File: src/rtl/sram_pkg.sv
// Shared types and helpers for the SRAM column-slice access controller.
// Contents:
//   state_t   - controller phase encoding
//   DEF_*     - default geometry and phase timing
//   MAX_*     - largest geometry the one-hot helper supports
//   onehot()  - row index to one-hot word-line vector
package sram_pkg;

    typedef enum logic [2:0] {
        IDLE  = 3'd0,
        PRECH = 3'd1,
        GAP   = 3'd2,
        WRITE = 3'd3,
        RDWL  = 3'd4,
        SENSE = 3'd5,
        DONE  = 3'd6
    } state_t;

    localparam int DEF_COLS    = 8;
    localparam int DEF_ROWS    = 16;
    localparam int DEF_PRE_CYC = 2;
    localparam int DEF_WL_CYC  = 3;
    localparam int DEF_SA_CYC  = 1;

    localparam int MAX_AW   = 12;
    localparam int MAX_ROWS = 4096;

    // Callers keep the low ROWS bits of the result.
    function automatic logic [MAX_ROWS-1:0] onehot(input logic [MAX_AW-1:0] idx);
        return {{(MAX_ROWS-1){1'b0}}, 1'b1} << idx;
    endfunction

endpackage

File: src/rtl/sram_access_ctrl_if.sv
// Request/response bus between a digital requester and sram_access_ctrl.
// Signals:
//   req_valid/req_ready  - request handshake (accept when both high)
//   req_we/addr/wdata    - access descriptor
//   rsp_valid/rsp_rdata  - read response pulse and held read data
//   wr_done              - write completion pulse
// Modports: master = requester, slave = controller.
interface sram_access_ctrl_if #(
    parameter int COLS   = 8,
    parameter int ADDR_W = 4
);
    logic              req_valid;
    logic              req_ready;
    logic              req_we;
    logic [ADDR_W-1:0] req_addr;
    logic [COLS-1:0]   req_wdata;
    logic              rsp_valid;
    logic [COLS-1:0]   rsp_rdata;
    logic              wr_done;

    modport master (
        output req_valid, req_we, req_addr, req_wdata,
        input  req_ready, rsp_valid, rsp_rdata, wr_done
    );

    modport slave (
        input  req_valid, req_we, req_addr, req_wdata,
        output req_ready, rsp_valid, rsp_rdata, wr_done
    );
endinterface

File: src/rtl/sram_access_ctrl_row_decoder.sv
// Registered row decoder: latched row address -> one-hot word-line select.
// Ports:
//   clk, rst_n - clock and asynchronous active-low reset
//   en         - a row phase is active; when low the word lines are all zero
//   addr       - row address
//   wl_sel     - registered one-hot (or all-zero) word-line select
module sram_row_decoder
    import sram_pkg::*;
#(
    parameter int ROWS   = 16,
    parameter int ADDR_W = 4
) (
    input  logic              clk,
    input  logic              rst_n,
    input  logic              en,
    input  logic [ADDR_W-1:0] addr,
    output logic [ROWS-1:0]   wl_sel
);
    logic [MAX_ROWS-1:0] oh_unused_s;
    logic [ROWS-1:0]     wl_sel_d;
    logic [ROWS-1:0]     wl_sel_q;

    // Decode the row only while a row phase is enabled.
    always_comb begin
        oh_unused_s = onehot(MAX_AW'(addr));
        if (en) begin
            wl_sel_d = oh_unused_s[ROWS-1:0];
        end else begin
            wl_sel_d = {ROWS{1'b0}};
        end
    end

    // Word-line select register.
    always_ff @(posedge clk or negedge rst_n) begin
        if (!rst_n) begin
            wl_sel_q <= {ROWS{1'b0}};
        end else begin
            wl_sel_q <= wl_sel_d;
        end
    end

    assign wl_sel = wl_sel_q;
endmodule

File: src/rtl/sram_access_ctrl.sv
// Sequencer for one SRAM column slice: precharge, gap, word line with write
// drive or sensing, then a one-cycle response. One access in flight at a time.
// Ports:
//   clk, rst_n - clock and asynchronous active-low reset
//   bus        - request/response bus (slave side)
//   pre_en     - bitline precharge enable
//   wl_sel     - one-hot word-line select, zero when no row is active
//   wd_en      - write driver enable
//   wd_data    - write driver data
//   sa_en      - sense amplifier enable
//   sa_out     - sense amplifier result
// Every enable is a flop of the previous cycle's phase, so phase boundaries
// are clean and nothing combinational reaches the array.
module sram_access_ctrl
    import sram_pkg::*;
#(
    parameter int COLS    = DEF_COLS,
    parameter int ROWS    = DEF_ROWS,
    parameter int ADDR_W  = $clog2(ROWS),
    parameter int PRE_CYC = DEF_PRE_CYC,
    parameter int WL_CYC  = DEF_WL_CYC,
    parameter int SA_CYC  = DEF_SA_CYC
) (
    input  logic                  clk,
    input  logic                  rst_n,
    sram_access_ctrl_if.slave     bus,
    output logic                  pre_en,
    output logic [ROWS-1:0]       wl_sel,
    output logic                  wd_en,
    output logic [COLS-1:0]       wd_data,
    output logic                  sa_en,
    input  logic [COLS-1:0]       sa_out
);
    if ((ROWS < 2) || ((ROWS & (ROWS - 1)) != 0) || (ROWS > (1 << MAX_AW))) begin : g_bad_rows
        $error("sram_access_ctrl: ROWS must be a power of two between 2 and 4096");
    end
    if ((PRE_CYC < 1) || (WL_CYC < 1) || (SA_CYC < 1)) begin : g_bad_timing
        $error("sram_access_ctrl: phase lengths must be at least 1 cycle");
    end

    localparam int MAX_CYC = (PRE_CYC > WL_CYC) ? ((PRE_CYC > SA_CYC) ? PRE_CYC : SA_CYC)
                                                : ((WL_CYC > SA_CYC) ? WL_CYC : SA_CYC);
    localparam int CNT_W = $clog2(MAX_CYC + 1);
    localparam logic [CNT_W-1:0] PRE_LD = CNT_W'(PRE_CYC - 1);
    localparam logic [CNT_W-1:0] WL_LD  = CNT_W'(WL_CYC - 1);
    localparam logic [CNT_W-1:0] SA_LD  = CNT_W'(SA_CYC - 1);
    localparam logic [CNT_W-1:0] CNT_Z  = {CNT_W{1'b0}};

    state_t            state_d, state_q;
    logic [CNT_W-1:0]  cnt_d, cnt_q;
    logic [ADDR_W-1:0] addr_d, addr_q;
    logic              we_d, we_q;
    logic [COLS-1:0]   wdata_d, wdata_q;
    logic              req_ready_d, req_ready_q;
    logic              pre_en_d, pre_en_q;
    logic              wd_en_d, wd_en_q;
    logic [COLS-1:0]   wd_data_d, wd_data_q;
    logic              sa_en_d, sa_en_q;
    logic              rsp_valid_d, rsp_valid_q;
    logic [COLS-1:0]   rsp_rdata_d, rsp_rdata_q;
    logic              wr_done_d, wr_done_q;
    logic              row_en_s;
    logic              accept_s;

    // Phase sequencing; the counter counts down from length-1 and reloads on entry.
    always_comb begin
        state_d  = state_q;
        cnt_d    = cnt_q;
        addr_d   = addr_q;
        we_d     = we_q;
        wdata_d  = wdata_q;
        accept_s = bus.req_valid && req_ready_q;
        case (state_q)
            IDLE: begin
                if (accept_s) begin
                    state_d = PRECH;
                    cnt_d   = PRE_LD;
                    addr_d  = bus.req_addr;
                    we_d    = bus.req_we;
                    wdata_d = bus.req_wdata;
                end else begin
                    state_d = IDLE;
                end
            end
            PRECH: begin
                if (cnt_q == CNT_Z) begin
                    state_d = GAP;
                end else begin
                    cnt_d = cnt_q - CNT_W'(1);
                end
            end
            GAP: begin
                cnt_d = WL_LD;
                if (we_q) begin
                    state_d = WRITE;
                end else begin
                    state_d = RDWL;
                end
            end
            WRITE: begin
                if (cnt_q == CNT_Z) begin
                    state_d = DONE;
                end else begin
                    cnt_d = cnt_q - CNT_W'(1);
                end
            end
            RDWL: begin
                if (cnt_q == CNT_Z) begin
                    state_d = SENSE;
                    cnt_d   = SA_LD;
                end else begin
                    cnt_d = cnt_q - CNT_W'(1);
                end
            end
            SENSE: begin
                if (cnt_q == CNT_Z) begin
                    state_d = DONE;
                end else begin
                    cnt_d = cnt_q - CNT_W'(1);
                end
            end
            DONE: begin
                state_d = IDLE;
                cnt_d   = CNT_Z;
            end
            default: begin
                state_d = IDLE;
                cnt_d   = CNT_Z;
            end
        endcase
    end

    // Output next-values derived from the current phase; sa_out is captured
    // in DONE, i.e. during the cycle in which the last sa_en is driven.
    always_comb begin
        req_ready_d = (state_d == IDLE);
        pre_en_d    = (state_q == PRECH);
        wd_en_d     = (state_q == WRITE);
        sa_en_d     = (state_q == SENSE);
        row_en_s    = (state_q == WRITE) || (state_q == RDWL) || (state_q == SENSE);
        wr_done_d   = (state_q == DONE) && we_q;
        rsp_valid_d = (state_q == DONE) && !we_q;
        if (state_q == WRITE) begin
            wd_data_d = wdata_q;
        end else begin
            wd_data_d = {COLS{1'b0}};
        end
        if ((state_q == DONE) && !we_q) begin
            rsp_rdata_d = sa_out;
        end else begin
            rsp_rdata_d = rsp_rdata_q;
        end
    end

    // State, counter, latched request and output registers.
    always_ff @(posedge clk or negedge rst_n) begin
        if (!rst_n) begin
            state_q     <= IDLE;
            cnt_q       <= CNT_Z;
            addr_q      <= {ADDR_W{1'b0}};
            we_q        <= 1'b0;
            wdata_q     <= {COLS{1'b0}};
            req_ready_q <= 1'b1;
            pre_en_q    <= 1'b0;
            wd_en_q     <= 1'b0;
            wd_data_q   <= {COLS{1'b0}};
            sa_en_q     <= 1'b0;
            rsp_valid_q <= 1'b0;
            rsp_rdata_q <= {COLS{1'b0}};
            wr_done_q   <= 1'b0;
        end else begin
            state_q     <= state_d;
            cnt_q       <= cnt_d;
            addr_q      <= addr_d;
            we_q        <= we_d;
            wdata_q     <= wdata_d;
            req_ready_q <= req_ready_d;
            pre_en_q    <= pre_en_d;
            wd_en_q     <= wd_en_d;
            wd_data_q   <= wd_data_d;
            sa_en_q     <= sa_en_d;
            rsp_valid_q <= rsp_valid_d;
            rsp_rdata_q <= rsp_rdata_d;
            wr_done_q   <= wr_done_d;
        end
    end

    sram_row_decoder #(
        .ROWS   (ROWS),
        .ADDR_W (ADDR_W)
    ) u_row_dec (
        .clk    (clk),
        .rst_n  (rst_n),
        .en     (row_en_s),
        .addr   (addr_q),
        .wl_sel (wl_sel)
    );

    assign bus.req_ready = req_ready_q;
    assign bus.rsp_valid = rsp_valid_q;
    assign bus.rsp_rdata = rsp_rdata_q;
    assign bus.wr_done   = wr_done_q;
    assign pre_en        = pre_en_q;
    assign wd_en         = wd_en_q;
    assign wd_data       = wd_data_q;
    assign sa_en         = sa_en_q;
endmodule

File: src/flat_wrapper.sv
// flat-port wrapper written by rule: the top's interface ports become plain ports
module sram_access_ctrl_flat import sram_pkg::*;
#(
    parameter int COLS    = DEF_COLS,
    parameter int ROWS    = DEF_ROWS,
    parameter int ADDR_W  = $clog2(ROWS),
    parameter int PRE_CYC = DEF_PRE_CYC,
    parameter int WL_CYC  = DEF_WL_CYC,
    parameter int SA_CYC  = DEF_SA_CYC
)
  (clk, rst_n, pre_en, wl_sel, wd_en, wd_data, sa_en, sa_out, bus_req_valid, bus_req_we, bus_req_addr, bus_req_wdata, bus_req_ready, bus_rsp_valid, bus_rsp_rdata, bus_wr_done);
  sram_access_ctrl_if #(.COLS(COLS), .ADDR_W(ADDR_W)) bus_i ();
  input  logic clk;
  input  logic rst_n;
  output logic pre_en;
  output logic [ROWS-1:0] wl_sel;
  output logic wd_en;
  output logic [COLS-1:0] wd_data;
  output logic sa_en;
  input  logic [COLS-1:0] sa_out;
  input wire logic [$bits(bus_i.req_valid)-1:0] bus_req_valid;
  input wire logic [$bits(bus_i.req_we)-1:0] bus_req_we;
  input wire logic [$bits(bus_i.req_addr)-1:0] bus_req_addr;
  input wire logic [$bits(bus_i.req_wdata)-1:0] bus_req_wdata;
  output wire logic [$bits(bus_i.req_ready)-1:0] bus_req_ready;
  output wire logic [$bits(bus_i.rsp_valid)-1:0] bus_rsp_valid;
  output wire logic [$bits(bus_i.rsp_rdata)-1:0] bus_rsp_rdata;
  output wire logic [$bits(bus_i.wr_done)-1:0] bus_wr_done;
  assign bus_i.req_valid = bus_req_valid;
  assign bus_i.req_we = bus_req_we;
  assign bus_i.req_addr = bus_req_addr;
  assign bus_i.req_wdata = bus_req_wdata;
  assign bus_req_ready = bus_i.req_ready;
  assign bus_rsp_valid = bus_i.rsp_valid;
  assign bus_rsp_rdata = bus_i.rsp_rdata;
  assign bus_wr_done = bus_i.wr_done;
  sram_access_ctrl #(.COLS(COLS), .ROWS(ROWS), .ADDR_W(ADDR_W), .PRE_CYC(PRE_CYC), .WL_CYC(WL_CYC), .SA_CYC(SA_CYC)) u_core (.clk(clk), .rst_n(rst_n), .bus(bus_i), .pre_en(pre_en), .wl_sel(wl_sel), .wd_en(wd_en), .wd_data(wd_data), .sa_en(sa_en), .sa_out(sa_out));
endmodule
File: config.mk
export PLATFORM = sky130hd
export DESIGN_NAME = sram_access_ctrl_flat
export DESIGN_NICKNAME = d
export VERILOG_FILES = /design/src/rtl/sram_pkg.sv /design/src/rtl/sram_access_ctrl_if.sv /design/src/rtl/sram_access_ctrl_row_decoder.sv /design/src/rtl/sram_access_ctrl.sv /design/src/flat_wrapper.sv
export SDC_FILE = /design/constraint.sdc
export NUM_CORES = 1
export LEC_CHECK = 0
export ABC_AREA = 1
export BUFFER_PORTS_ARGS = -buffer_cell sky130_fd_sc_hd__buf_2
export CORE_MARGIN = 2
export CORE_UTILIZATION = 45
export DETAILED_ROUTE_END_ITERATION = 10
export HOLD_SLACK_MARGIN = 0.15
export PLACE_DENSITY = 0.69
export SLEW_MARGIN = 10
export SYNTH_ARGS = -nofsm -noshare
export SYNTH_HDL_FRONTEND = slang
export SYNTH_SLANG_ARGS = --single-unit
File: constraint.sdc
create_clock -name clk -period 1.9 [get_ports clk]
set_input_delay 0.285 -clock clk [delete_from_list [all_inputs] [get_ports clk]]
set_output_delay 0.285 -clock clk [all_outputs]
set_load 0.05 [all_outputs]
Word-level counts from Yosys, hierarchy flattened
Cells that the tools add are included.
Widths: inputs -> output; s select.
{"block": "op_classes", "add_sub_neg": 1, "eq_ne": 8, "n_shift": 1, "muxes": 12, "n_reduce_logical": 13}
{"op": "$mux 16", "n": 1}
{"op": "$shl 1x4->16 const A", "n": 1}
{"op": "$pmux 3 s5", "n": 1}
{"op": "$mux 3", "n": 4}
{"op": "$eq 3x3->1 const B", "n": 3}
{"op": "$mux 8", "n": 1}
{"op": "$pmux 2 s4", "n": 1}
{"op": "$eq 3x2->1 const B", "n": 2}
{"op": "$logic_not 3->1", "n": 2}
{"op": "$mux 2", "n": 3}
{"op": "$reduce_and 2->1", "n": 2}
{"op": "$eq 3x1->1 const B", "n": 1}
{"op": "$logic_and 1x1->1", "n": 3}
{"op": "$reduce_or 3->1", "n": 1}
{"op": "$logic_not 2->1", "n": 1}
{"op": "$logic_or 1x1->1", "n": 2}
{"op": "$ne 2x1->1 const B", "n": 1}
{"op": "$ne 2x2->1 const B", "n": 1}
{"op": "$reduce_or 2->1", "n": 1}
{"op": "$sub 2x1->2 const B", "n": 1}
{"op": "$logic_not 1->1", "n": 1}
{"op": "$mux 1", "n": 1}
{"block": "totals", "ff_bits": 56, "in_bits": 24, "output_inout_bits": 38, "wordCells": 49}

Logic depth before layout (Yosys ltp)
Gate-level depths: netlist of the first run.
{"block": "depth", "ltp_word": 4, "mapped_depth": 9, "ltp_nobuf": 9}

Modules after synthesis
From an unflattened synthesis of the first run, not the netlist that was laid out.
{"block": "unflattened", "cells_unflattened": 227, "area_unflattened_um2": 2247.2}
{"mod": "sram_access_ctrl", "instances": 1, "cells_per_inst": 180, "area_each_um2": 1720.4, "seq_area_each_um2": 1002.2}
{"mod": "sram_row_decoder", "instances": 1, "cells_per_inst": 47, "area_each_um2": 526.8, "seq_area_each_um2": 400.4}

Worst setup path after synthesis of the first run
OpenSTA, ideal clock, no wires.
{"block": "synth_timing", "path_type": "reg2reg", "from": "register u_core.req_ready_q, in the netlist u_core.bus.req_ready", "to": "register u_core.addr_q[2]", "setup_time_ns": 0.123, "arrival_time_ns": 1.138, "required_ns": 1.777, "path_slack_ns": 0.639, "path_stages_with_launch": 5, "n_path_buf": 1, "synth_period_minus_slack_ns": 1.261, "path_cell_list": "dfstp_2 > nand4_4 > clkinv_4 > buf_6 > o21ai_1"}
{"block": "synth_via", "elab_chain_len": 2}
{"item": "start, declared", "line_no": "sram_access_ctrl.sv:54", "text": "logic req_ready_d, req_ready_q;"}
{"item": "start signal, assigned", "line_no": "sram_access_ctrl.sv:177", "text": "req_ready_q <= req_ready_d;"}
{"item": "$logic_and 1x1->1", "line_no": "sram_access_ctrl.sv:72", "text": "accept_s = bus.req_valid && req_ready_q;"}
{"item": "$reduce_and 2->1 (no source line)"}
{"item": "end signal, assigned", "line_no": "sram_access_ctrl.sv:160", "text": "addr_q <= {ADDR_W{1'b0}};"}
{"item": "end signal, assigned", "line_no": "sram_access_ctrl.sv:174", "text": "addr_q <= addr_d;"}
{"item": "end, declared", "line_no": "sram_access_ctrl.sv:51", "text": "logic [ADDR_W-1:0] addr_d, addr_q;"}
No other way between the ends.
A chain may end at the register's enable or synchronous reset.

Worst setup path after layout of the first run
{"block": "layout_timing", "from": "register u_core.req_ready_q, in the netlist u_core.bus.req_ready", "to": "output port bus_req_ready"}
{"item": "end, declared", "line_no": "flat_wrapper.sv:25", "text": "output wire logic [$bits(bus_i.req_ready)-1:0] bus_req_ready;"}
No word-level cell between the ends.

==> out/summary.txt, run 1 <==
Setup crit end kind: primary output
Via count: 1718
Setup TNS: 0 ns
Post-Synthesis Cells: 251
Reg2reg start: u_core.state_q[1]
Max frequency: 0.6945 GHz
Post-CTS Setup Inserts: 0
Initial antenna violation count: 0
Largest cells by area after synthesis: dfrtp_1 (58%), nand2_1 (11%), inv_1 (6.0%), nor2_1 (4.4%), nand3_1 (3.4%)
Core area: 0.005107 mm²
Largest net degree at the start of global routing: 31
Area share of the largest cell type after synthesis: 58.02%
Area grow syn2layout: 18.57%
Clock tree root driver cell: clkbuf_8
Number of enable flip-flop cells after synthesis: 0
First-pass GRT wire length: 7113 µm
DPL Wire Length: 2888 µm
GRT Util Overall: 15.22%
MaxCap Viol Count: 0
DRT Pass-1 Iters: 4
Worst path slowest cell: dfstp_2
Die area: 0.005868 mm²
Initial Utilization: 46.45%
Synth top cells by count: nand2_1 (72), dfrtp_1 (55), inv_1 (38)
CTS tree: built
CP max FO: 3
Cts bufs inserted: 5
Peak supply drop: 0.9547 mV
Clock sink count: 56
Status: complete, no violations
Hold Vio Cnt, Final: 0
Worst setup SP type: flop
Slew margin rel.: 66.70%
CTS max path bufs: 2
Die X-Extent: 76.61 µm
Tightest Pin Transition: 0.4995 ns
Worst path cell trace: buf_2
Count of state elements after synthesis: 56
Initial DRC count: 64
Mapped cell area: 0.002372 mm²
Avg Vias per Cell: 4.462
Max-slew violation total from the final report: 0
Predominant post-synthesis flop cell: dfrtp_1
Syn nets: 278
Top delay family on crit path: flip-flops
Post_cts resized: 0
Capturing point of the worst reg2reg path: u_core.bus.rsp_rdata[0]
Antenna diode count: 0
Worst hold start: sa_out[7]
Critical Path AT: 1.15 ns
Fin crit share: 75.78%
Nets: 341
Max incr delay on CP: 0.58 ns
I/O Pins: 62
Worst Hold Path EP: u_core.bus.rsp_rdata[7]
Die Height: 76.61 µm
Crit Path Class: flop to primary output
Final min period: 1.440 ns
Pleak: 1.688 nW
Placed cell count: 376
Clk_skew: 0.009465 ns
Reg-to-reg slack, setup: 0.50 ns
WP data required: 1.62 ns
Number of global-route vias before repair: 1655
PortBufs: 61
Largest area contributor in the netlist: dfrtp_1
Hold Crit Class: primary input to flop
CTS clock-pin slew for the worst setup and hold paths: 0.09 ns
Share of layout cells above drive strength 1: 28.25%
Pwr Density: 1630 mW/mm²
Synth cell types: 23
Seq/Total Area, Yosys: 59.12%
Most common cell in the netlist: nand2_1
Worst skew pair latency: 0.31 ns
Total gr overflow: 0
Total Wirelength: 3945 µm
Power, Total: 4.585 mW
Asr flop ratio synth: 100.0%
Setup repair after global routing missed its margin: false
GPL Wtd Cong: 0.8490
Util after Layout: 55.07%
Synth warn: 0
DR WL/cell: 10.25 µm
Finished Layout Cells: 385
Worst Reg2Reg Path Length in Cells: 4
Endpoints failing setup: 0
Hold Crit Depth: 3
Num rows: 26
H-tree depth: 2
DRC viols: 0
Buffers & Inverters on Critical Path: 1
Syn avg cell area: 9.451 µm²
Antenna Violating Nets Remaining: 0
sequential cells by signal, indices dropped and copies added (netlist names):
name	cells
u_core.bus.req_ready	1
u_core.bus.rsp_valid	1
u_core.bus.wr_done	1
u_core.we_q	1
u_core.u_row_dec.wl_sel	16
u_core.wdata_q	8
u_core.wd_en	1
u_core.cnt_q	2
u_core.sa_en	1
u_core.pre_en	1
u_core.addr_q	4
u_core.bus.rsp_rdata	8
u_core.state_q	3
u_core.wd_data	8
cells by family (layout without fill, tap and decap cells):
family,after synthesis,after routing,share of synthesized area [%]
adder cells (fa/ha/maj),3,3,1.582
AND/OR/NAND/NOR,125,125,24.10
buffers and inverters,50,114,10.50
flip-flops,56,56,59.12
AO/OA/AOI/OAI,17,17,4.694
metrics by stage:
| stage | worst slack [ns] | hold slack, ns | cell area (µm²) |
|---|---|---|---|
| floorplan | 0.6390 | -0.01059 | 2372 |
| global placement | 0.5213 | 0.1705 | 2709 |
| detailed placement | 0.5187 | 0.1758 | 2709 |
| CTS | 0.4534 | 0.1586 | 2813 |
| global route | 0.3490 | 0.1641 | 2813 |
| finish | 0.4601 | 0.1669 | 2813 |
layer usage:
metal	global-route usage, %	vias up	share of wire (%)
met3	2.844	9	4.6
met1	19.36	790	45
li1	-	880	-
met4	7.636	0	2.3
met5	0	-	0
met2	24.96	39	48
cells in the final DEF, fill, tap and decap left out:
master         count
nand2_1           72
buf_2             61
dfrtp_1           55
inv_1             38
nor2_1            28
nand3_1           16
o21ai_2            7
o21ai_1            6
clkbuf_8           6
o21ai_0            4
ha_1               3
nand2_2            2
nand3_4            2
nor2_8             1
inv_4              1
nand4_4            1
nand3_2            1
clkinv_1           1
nor3_1             1
nand4_2            1
inv_2              1
clkinv_4           1
clkinvlp_4         1
clkbuf_1           1
dlygate4sd3_1      1
buf_12             1
buf_4              1
dfstp_2            1
what timing repair did:
action / CTS / global route
endpoints found under the hold margin: 39 / 0
hold buffers: 1 / 0
endpoints found under the setup margin: 0 / 0
worst max path at each step:
stage | to | depth (start not counted) | from
6_report | bus_req_ready | 1 | u_core.bus.req_ready
5_1_grt | u_core.bus.rsp_rdata[0] | 4 | u_core.state_q[1]
4_1_cts | bus_req_ready | 1 | u_core.bus.req_ready
3_5_place_dp | u_core.bus.rsp_rdata[0] | 4 | u_core.state_q[1]
3_3_place_gp | u_core.bus.rsp_rdata[1] | 4 | u_core.state_q[1]
2_1_floorplan | u_core.addr_q[2] | 4 | u_core.bus.req_ready
where the power goes:
group	switching, mW	leakage (nW)	internal (mW)
Sequential	0.298	0.720	1.58
Clock	0.360	0.0445	0.297
Combinational	1.49	0.923	0.555
Total	2.15	1.69	2.43
cell type report:
type / count / area [µm²]
fill: 482 / 2295
inverter: 42 / 165.2
sequential: 56 / 1403
clock inverter: 1 / 7.507
timing repair buffer: 64 / 342.8
clock buffer: 7 / 86.33
multi-input combinational: 145 / 720.7
tap: 70 / 87.58
Power figures use the tool's default switching activity.
==> run 2: changes to the inputs <==
--- a/config.mk
+++ b/config.mk
@@ -11,7 +11,7 @@
 export CORE_UTILIZATION = 45
 export DETAILED_ROUTE_END_ITERATION = 10
 export HOLD_SLACK_MARGIN = 0.15
-export PLACE_DENSITY = 0.69
+export PLACE_DENSITY = 0.71
 export SLEW_MARGIN = 10
 export SYNTH_ARGS = -nofsm -noshare
 export SYNTH_HDL_FRONTEND = slang
==> constraint.sdc (replaced) <==
create_clock -name clk -period 1.2 [get_ports clk]
set_input_delay 0.18 -clock clk [delete_from_list [all_inputs] [get_ports clk]]
set_output_delay 0.18 -clock clk [all_outputs]
set_load 0.05 [all_outputs]
==> out/summary.txt, run 2 (synthesis results as in run 1) <==
MaxCap Viol Count: 0
Seq. cell area: 0.001405 mm²
Worst path cell trace: buf_12, nor2_8, nand4_4, clkinv_8, nand2_1, o21ai_1
First-pass GRT wire length: 8280 µm
Largest net degree at the start of global routing: 57
Fin crit share: 103.1%
Fillcell total: 428
Worst path slowest cell: dfrtp_1
Reg2reg start: u_core.state_q[1]
Post-Place Cell Area: 0.002819 mm²
Most frequent cells in the layout: nand2_1 (68), buf_2 (60), dfrtp_1 (53), inv_1 (36), nor2_1 (27)
Final min period: 1.237 ns
Area grow syn2layout: 36.66%
Worst skew pair latency: 0.30 ns
GRT Util Overall: 17.54%
Antenna Violating Nets Remaining: 0
Clk_skew: 0.004789 ns
Share of layout cells above drive strength 1: 33.99%
Initial Utilization: 46.45%
Number of global-route vias before repair: 1869
Avg Vias per Cell: 4.470
DRT Pass-1 Iters: 4
CP startpoint: u_core.state_q[1]
Pleak: 1.885 nW
GPL Wtd Cong: 0.8449
Die X-Extent: 76.61 µm
Core area: 0.005107 mm²
Status: finished, violations left
Endpoints failing setup: 5
Power, Total: 7.974 mW
Initial DRC count: 159
I/O Pins: 62
Switching power: 3.648 mW
Via count: 1891
Crit Path Class: flop to flop
Cell area after layout: 0.003242 mm²
Total gr overflow: 0
Worst setup SP type: flop
Pwr Density: 2460 mW/mm²
H-tree depth: 2
Hold Crit Class: primary input to flop
Violated checks: negative setup slack
WP data required: 1.42 ns
Area occupied by multi-input gates: 782.0 µm²
Critical Path End: u_core.addr_q[0]
Buffers & Inverters on Critical Path: 2
Reg-to-reg slack, setup: -0.04 ns
Switching part of the total: 45.75%
Die area: 0.005868 mm²
Die Height: 76.61 µm
Setup crit end kind: flop
PortBufs: 61
Slew margin rel.: 80.52%
Critical Path AT: 1.46 ns
Total Wirelength: 4663 µm
WP depth: 6
Number of flip-flops in the largest register: 16
Setup TNS: -0.07697 ns
Max frequency: 0.8082 GHz
DRC viols: 0
Combinational Power Share: 51.3%
Peak supply drop: 1.266 mV
Hold Vio Cnt, Final: 0
Max-slew violation total from the final report: 0
Worst setup margin: -0.03736 ns
Worst Reg2Reg Path Length in Cells: 6
Nets: 379
Cts bufs inserted: 5
CTS tree: built
Max incr delay on CP: 0.40 ns
Capturing point of the worst reg2reg path: u_core.addr_q[0]
CTS max path bufs: 2
DPL Wire Length: 2974 µm
Clock tree root driver cell: clkbuf_8
CP max FO: 13
Top delay family on crit path: flip-flops
Num rows: 26
Internal: 4.326 mW
Antenna diode count: 0
Initial antenna violation count: 0
Clock share of power: 12.9%
Tightest Pin Transition: 0.2922 ns
Register share of total power: 35.8%
Finished Layout Cells: 423
Setup repair after global routing missed its margin: true
Placed cell count: 389
DR WL/cell: 11.02 µm
Most common cell after layout, fill and taps aside: nand2_1
Clock sink count: 56
CTS clock-pin slew for the worst setup and hold paths: 0.09 ns
==> run 2: changes by cell type in the layout (fill, tap and decap cells not counted), moves of 3 or more <==
cell | before | now
nand2_1 | 72 | 68
o21ai_2 | 7 | 10
nand2_2 | 2 | 5
dlygate4sd3_1 | 1 | 22
buf_4 | 1 | 14
==> run 2: tightest hold or removal path, delay by kind of cell <==
| family | cells | cell delay, ns |
|---|---|---|
| buffers and inverters | 1 | 0.12 |
| AND/OR/NAND/NOR | 5 | 0.29 |
==> run 2: layout make-up <==
| cell class | instances | share of cell area (%) |
|---|---|---|
| inverters | 42 | 5.403 |
| clock buffers | 7 | 2.663 |
| repair buffers | 99 | 21.00 |
| multi-input cells | 146 | 24.12 |
| clock inverters | 1 | 0.2316 |
| flip-flops and latches | 56 | 43.34 |
| well taps | 70 | 2.702 |
| repair inverters | 2 | 0.5403 |
==> run 2: worst min path at each step <==
stage / cells past startpoint / start / to
6_report: 6 / bus_req_valid / u_core.cnt_q[1]
5_1_grt: 6 / bus_req_valid / u_core.cnt_q[1]
4_1_cts: 6 / bus_req_valid / u_core.cnt_q[1]
3_5_place_dp: 2 / rst_n / u_core.wd_data[1]
3_3_place_gp: 2 / rst_n / u_core.wdata_q[2]
2_1_floorplan: 0 / rst_n / u_core.addr_q[0]
==> run 2: timing repair <==
action,4_1_cts,5_1_grt
cloned,2,1
gates resized for setup,10,15
hold endpoints to repair,77,0
buffers inserted,1,0
hold buffers,22,0
pin swaps,1,5
setup endpoints to repair,32,41
==> run 2: metal layers <==
layer | share of wire, % | up-vias | global-route usage [%]
met5 | 0 | - | 0
met4 | 0.71 | 0 | 4.364
met3 | 3.6 | 4 | 4.384
met2 | 52 | 38 | 30.09
met1 | 43 | 887 | 22.33
li1 | - | 962 | -
==> run 2: power groups by stage <==
stage / logic, mW / registers [mW] / clock network [mW]
after global routing: 4.49 / 2.95 / 1.18
after global placement: 3.69 / 2.87 / 0
after floorplan: 1.86 / 3.88 / 0
after CTS: 3.92 / 2.84 / 1.07
final: 4.09 / 2.85 / 1.03
after detailed placement: 3.76 / 2.88 / 0
==> run 2: per-stage QoR <==
step | hold WS, ns | utilization (%) | worst slack (ns)
floorplan | -0.1156 | - | -0.04907
finish | 0.3123 | 63.47 | -0.03736
CTS | 0.3169 | 62.35 | -0.04311
global route | 0.3519 | 63.47 | -0.07967
global placement | 0.1994 | 55.19 | 0.002747
detailed placement | 0.1989 | 55.19 | -0.06307
